File: config.mk
export PLATFORM = sky130hd
export DESIGN_NAME = tinker_regfile_sb
export DESIGN_NICKNAME = d
export VERILOG_FILES = /design/src/rtl/tinker_pkg.sv /design/src/rtl/tinker_scoreboard.sv /design/src/rtl/tinker_regfile_sb.sv
export SDC_FILE = /design/constraint.sdc
export NUM_CORES = 2
export LEC_CHECK = 0
export CAP_MARGIN = 40
export CELL_PAD_IN_SITES_DETAIL_PLACEMENT = 1
export CELL_PAD_IN_SITES_GLOBAL_PLACEMENT = 2
export CORE_ASPECT_RATIO = 1.75
export CORE_UTILIZATION = 43
export CTS_CLUSTER_DIAMETER = 100
export CTS_CLUSTER_SIZE = 40
export DETAILED_ROUTE_END_ITERATION = 10
export PLACE_DENSITY = 0.82
export SLEW_MARGIN = 5
export SYNTH_ARGS = -nofsm -noshare
export SYNTH_HDL_FRONTEND = slang
export SYNTH_SLANG_ARGS = --single-unit
File: constraint.sdc
create_clock -name clk -period 7.39 [get_ports clk]
set_input_delay 1.1085 -clock clk [delete_from_list [all_inputs] [get_ports clk]]
set_output_delay 1.1085 -clock clk [all_outputs]
set_load 0.02 [all_outputs]
File: src/rtl/tinker_pkg.sv
// Shared constants and types for the tinker core register file and scoreboard.
package tinker_pkg;

  localparam int unsigned XLEN     = 64;
  localparam int unsigned NREGS    = 32;
  localparam int unsigned AW       = $clog2(NREGS);
  localparam int unsigned SP_IDX   = 31;
  localparam logic [XLEN-1:0] SP_RESET = 64'd524288;

  typedef logic [AW-1:0]   reg_idx_t;
  typedef logic [XLEN-1:0] word_t;

endpackage

File: src/rtl/tinker_scoreboard.sv
// Pending-bit scoreboard: one in-flight writer per register, RAW/WAW issue
// stall, and a registered count of pending registers.
module tinker_scoreboard
  import tinker_pkg::*;
#(
  parameter int unsigned NREGS  = tinker_pkg::NREGS,
  parameter int unsigned AW     = $clog2(NREGS),
  parameter int unsigned NRD    = 3,
  parameter bit          BYPASS = 1'b1,
  parameter int unsigned CW     = $clog2(NREGS + 1)
) (
  input  logic              clk,
  input  logic              reset,
  input  logic [NRD*AW-1:0] rd_addr,
  output logic [NRD-1:0]    rd_busy,
  input  logic              iss_valid,
  input  logic              iss_wen,
  input  logic [AW-1:0]     iss_dst,
  output logic              iss_ready,
  input  logic              wb_valid,
  input  logic [AW-1:0]     wb_addr,
  input  logic              kill_valid,
  input  logic [AW-1:0]     kill_addr,
  output logic [CW-1:0]     busy_count
);

  logic [NREGS-1:0] pending_q;
  logic [NREGS-1:0] pending_d;
  logic             dst_busy;
  logic             iss_fire;
  logic [CW-1:0]    count_d;

  // Issue handshake: an instruction issues on a clk edge where iss_valid and
  // iss_ready are both high; iss_ready never depends on iss_valid, and when
  // iss_valid is low iss_ready is only advisory.
  always_comb begin
    rd_busy  = '0;
    dst_busy = pending_q[iss_dst];
    if (BYPASS && wb_valid && (wb_addr == iss_dst)) dst_busy = 1'b0;
    for (int i = 0; i < int'(NRD); i++) begin
      rd_busy[i] = pending_q[rd_addr[i*AW +: AW]];
      if (BYPASS && wb_valid && (wb_addr == rd_addr[i*AW +: AW])) rd_busy[i] = 1'b0;
    end
    iss_ready = !reset && !(|rd_busy) && !(iss_wen && dst_busy);
    iss_fire  = iss_valid && iss_ready;
  end

  // Clears first so a same-edge issue to the same index leaves it pending.
  always_comb begin
    pending_d = pending_q;
    if (wb_valid)           pending_d[wb_addr]   = 1'b0;
    if (kill_valid)         pending_d[kill_addr] = 1'b0;
    if (iss_fire && iss_wen) pending_d[iss_dst]  = 1'b1;
    count_d = '0;
    for (int i = 0; i < int'(NREGS); i++) count_d = count_d + CW'(pending_d[i]);
  end

  always_ff @(posedge clk) begin
    if (reset) begin
      pending_q  <= '0;
      busy_count <= '0;
    end else begin
      pending_q  <= pending_d;
      busy_count <= count_d;
    end
  end

endmodule

File: src/rtl/tinker_regfile_sb.sv
// Register file with combinational read ports, one write-back port with
// optional same-cycle forwarding, and an integrated issue scoreboard.
module tinker_regfile_sb
  import tinker_pkg::*;
#(
  parameter int unsigned     XLEN     = tinker_pkg::XLEN,
  parameter int unsigned     NREGS    = tinker_pkg::NREGS,
  parameter int unsigned     AW       = $clog2(NREGS),
  parameter int unsigned     NRD      = 3,
  parameter int unsigned     SP_IDX   = tinker_pkg::SP_IDX,
  parameter logic [XLEN-1:0] SP_RESET = XLEN'(524288),
  parameter bit              BYPASS   = 1'b1
) (
  input  logic                     clk,
  input  logic                     reset,
  input  logic [NRD*AW-1:0]        rd_addr,
  output logic [NRD*XLEN-1:0]      rd_data,
  output logic [NRD-1:0]           rd_busy,
  output logic [XLEN-1:0]          sp_out,
  input  logic                     iss_valid,
  input  logic                     iss_wen,
  input  logic [AW-1:0]            iss_dst,
  output logic                     iss_ready,
  input  logic                     wb_valid,
  input  logic [AW-1:0]            wb_addr,
  input  logic [XLEN-1:0]          wb_data,
  input  logic                     kill_valid,
  input  logic [AW-1:0]            kill_addr,
  output logic [$clog2(NREGS+1)-1:0] busy_count
);

  localparam logic [AW-1:0] SP_A = AW'(SP_IDX);

  logic [XLEN-1:0] regs_q [NREGS];

  always_ff @(posedge clk) begin
    if (reset) begin
      for (int i = 0; i < int'(NREGS); i++)
        regs_q[i] <= (i == int'(SP_IDX)) ? SP_RESET : '0;
    end else if (wb_valid) begin
      regs_q[wb_addr] <= wb_data;
    end
  end

  always_comb begin
    rd_data = '0;
    for (int i = 0; i < int'(NRD); i++) begin
      rd_data[i*XLEN +: XLEN] = regs_q[rd_addr[i*AW +: AW]];
      if (BYPASS && wb_valid && (wb_addr == rd_addr[i*AW +: AW]))
        rd_data[i*XLEN +: XLEN] = wb_data;
    end
    sp_out = regs_q[SP_A];
    if (BYPASS && wb_valid && (wb_addr == SP_A)) sp_out = wb_data;
  end

  tinker_scoreboard #(
    .NREGS  (NREGS),
    .AW     (AW),
    .NRD    (NRD),
    .BYPASS (BYPASS)
  ) u_sb (
    .clk        (clk),
    .reset      (reset),
    .rd_addr    (rd_addr),
    .rd_busy    (rd_busy),
    .iss_valid  (iss_valid),
    .iss_wen    (iss_wen),
    .iss_dst    (iss_dst),
    .iss_ready  (iss_ready),
    .wb_valid   (wb_valid),
    .wb_addr    (wb_addr),
    .kill_valid (kill_valid),
    .kill_addr  (kill_addr),
    .busy_count (busy_count)
  );

endmodule

==> impl_metrics.json <==
{
  "status": "complete, but fails checks",
  "violations": "antenna violations",
  "syn2layout_area_growth_pct": 10.58,
  "synth_top_cell_by_area": "edfxtp_1",
  "p_per_area_nw_per_um2": 179.0,
  "fin_crit_ns": 7.190,
  "power_frac_seq_pct": 54.6,
  "setup-violations-final": 0,
  "cp_max_fo": 7,
  "ys_warn_count": 0,
  "grt_pass1_wl_mm": 749.6,
  "finalClockSkew_ns": 0.05291,
  "p_clk_share_pct": 22.2,
  "cts_hold_buf": 0,
  "antenna_found_initial": 90,
  "swShare_pct": 29.56,
  "die_height_um": 732.0,
  "portBuffers": 365,
  "synth.top_cells.by_area": "edfxtp_1 47%, mux4_2 33%, and2_1 9.8%",
  "synth-edff-count": 2048,
  "grt_usage_pct": 35.58,
  "fin_nets": 8358,
  "fp.dieArea_um2": 306800,
  "max-vdd-ir-drop_v": 0.0001647,
  "p_sw_w": 0.007660,
  "maxSlewHeadroom_pct": 9.419,
  "wl_per_cell_um": 44.37,
  "drt.antenna.violating_nets": 1,
  "seq_area_frac_synth_pct": 47.55,
  "yosys_most_used_dff": "edfxtp_1",
  "synth_nets": 8333,
  "p_leak_nw": 47.29,
  "synth_cells": 8201,
  "cts_made_buffers": 66,
  "yosysUniqueCellTypes": 52,
  "max_clock_freq_mhz": 139.1,
  "drv_slew": 0,
  "period_share_pct": 97.29,
  "power_w": 0.02591,
  "synth.cell_area_um2": 130900,
  "start_util_pct": 43.30,
  "cts-root-buf": "clkbuf_16",
  "grt_pass1_vias": 92386,
  "ys_seq_elements": 2086,
  "start_kind": "input pin",
  "routed_via_density": 7.257,
  "hp-class": "register to register",
  "place_hpwl_mm": 319.8,
  "tightest_slew_ns": 1.359,
  "clk_pin_slew_ns": 0.14,
  "syn_area_per_cell_um2": 15.96,
  "die_x_um": 419.1,
  "place_congestion": 0.9093,
  "cap_violations": 0,
  "clock_latency_ns": 0.82,
  "overflow": 0,
  "core_um2": 302300,
  "clock_sinks": 2086,
  "power.combinational.fraction_pct": 23.2,
  "required_ns": 8.08,
  "intPower_w": 0.01825,
  "cts_tree": "done",
  "routed_wl_mm": 548.1,
  "timing_worst_setup_path_type": "input pin to register",
  "first_iter_violations": 16069,
  "dr.pass1.iters": 6,
  "crit_path_end_kind": "register",
  "synth_top_area_share_pct": 46.97,
  "num_vias": 89655,
  "critPathArrivalTime_ns": 7.88,
  "layout-drive-gt1-share_pct": 33.73,
  "cts_buffer_depth": 3,
  "worst_slack_ns": 0.1999,
  "placementRows": 267,
  "h-tree-depth": 3,
  "grt_max_degree": 143,
  "synthArstFlopShare_pct": 0,
  "drc": 0,
  "rsz0062_at_grt": "no",
  "finalHoldViolCount": 0,
  "io_pins": 366,
  "place_ws_ns": -0.8841
}
logic make-up after synthesis:
| family | after synthesis | share of synthesized area [%] |
|---|---|---|
| xor+xnor | 23 | 0.1539 |
| fa+ha+maj | 32 | 0.4434 |
| simple gates | 2535 | 11.59 |
| compound gates | 328 | 1.413 |
| buf+inv | 978 | 3.237 |
| mux | 2219 | 35.60 |
| flops | 2086 | 47.55 |
worst paths after layout:
path	startpoint	slack, ns	cells past startpoint	endpoint
max reg2reg	u_sb.pending_q[23]$_SDFF_PP0_	0.21	22	u_sb.busy_count[4]$_SDFF_PP0_
max	iss_dst[3]	0.20	23	u_sb.busy_count[4]$_SDFF_PP0_
min reg2reg	u_sb.pending_q[0]$_SDFF_PP0_	0.83	3	u_sb.pending_q[0]$_SDFF_PP0_
min	u_sb.pending_q[0]$_SDFF_PP0_	0.83	3	u_sb.pending_q[0]$_SDFF_PP0_
cell usage after synthesis (7+ instances only):
library cell and count:
nor2_1 70, nor3_1 9, buf_4 33, nand4_1 46, nand4b_1 16, buf_1 72
clkbuf_1 606, nand2b_1 9, nand3b_1 12, xor2_1 18, nand2_1 228, or3_1 7
mux4_2 1944, ha_1 8, or2_2 49, o221ai_1 10, o21ai_1 33, mux2i_1 211
inv_1 27, buf_2 216, a21oi_1 14, dfxtp_1 38, o211ai_1 10, o21ai_0 204
mux2_2 64, o21a_1 22, fa_1 24, and2_1 2048, buf_6 23, edfxtp_1 2048
o21bai_1 21, nand3_1 11
power by group through the flow:
stage	registers [W]	logic (W)	clock network [W]
6_report	0.0142	0.00601	0.00575
5_1_grt	0.0142	0.00613	0.00601
4_1_cts	0.0141	0.00594	0.00575
3_5_place_dp	0.0144	0.00592	0
3_3_place_gp	0.0143	0.00575	0
2_1_floorplan	0.0142	0.00348	0
registers in the layout, indices dropped and copies added (netlist names):
signal and flops:
u_sb.busy_count 6, regs_q 2048, u_sb.pending_q 32
metal layers:
metal  up-vias  wire (um)  track usage, %
met4        24      42000           22.97
li1      32651          -               -
met1     47457     175200           44.01
met3      1800      70150           7.764
met5         -        169               0
met2      7723     260600           56.45
what timing repair did:
item                                    4_1_cts  5_1_grt
pin swaps                                     1        5
endpoints found under the setup margin        1        5
resized for setup                             1       14
cloned                                        0        1
buffers inserted                              1        3
cell type report:
cell class                      count  area [um^2]
Tap cell                         4035         5049
Timing Repair Buffer              906        10140
Clock inverter                     19        306.5
Antenna cell                       68        170.2
Sequential cell                  2086        62260
Inverter                           28        117.6
Multi-Input combinational cell   5138        65010
Fill cell                       28449       157600
Clock buffer                       74         1713
through the flow:
| step | util [%] | hold slack (ns) | TNS [ns] | cells | instance area, um^2 |
|---|---|---|---|---|---|
| after floorplan | - | 0.5512 | 0 | 8201 | 130900 |
| after global placement | 46.29 | 0.7799 | -3.056 | 12068 | 140000 |
| after detailed placement | 47.11 | 0.8034 | -3.265 | 12186 | 142400 |
| after CTS | 47.79 | 0.8280 | 0 | 12280 | 144500 |
| after global routing | 47.84 | 0.8555 | 0 | 12300 | 144600 |
| final | 47.89 | 0.8304 | 0 | 12354 | 144800 |
worst max-delay path: stages:
cell and delay, ns:
clkdlybuf4s50_1 0.48, or3b_2 0.55, o22ai_1 0.23, o21bai_1 0.09, and4b_2 0.25, buf_4 0.15
o21ai_4 0.30, o21ai_1 0.12, ha_1 0.35, fa_1 0.46, fa_1 0.53, fa_1 0.44
fa_1 0.50, inv_1 0.06, fa_1 0.48, fa_1 0.51, fa_2 0.43, fa_2 0.41
inv_1 0.06, a21o_1 0.11, a21oi_1 0.07, xor2_1 0.14, nor2_1 0.05
cell usage in the layout (no fill, tap or decap), drive strengths merged, types with 38 or more instances in the layout:
| cell type | n |
|---|---|
| nand4 | 46 |
| or2 | 49 |
| nor2 | 70 |
| diode | 68 |
| clkbuf | 77 |
| inv | 40 |
| mux4 | 1944 |
| o21ai | 238 |
| clkdlybuf4s50 | 345 |
| edfxtp | 2048 |
| nand2 | 228 |
| dfxtp | 38 |
| buf | 556 |
| mux2i | 211 |
| and2 | 2048 |
| mux2 | 64 |
No activity file was read; power rests on OpenSTA's default activity.
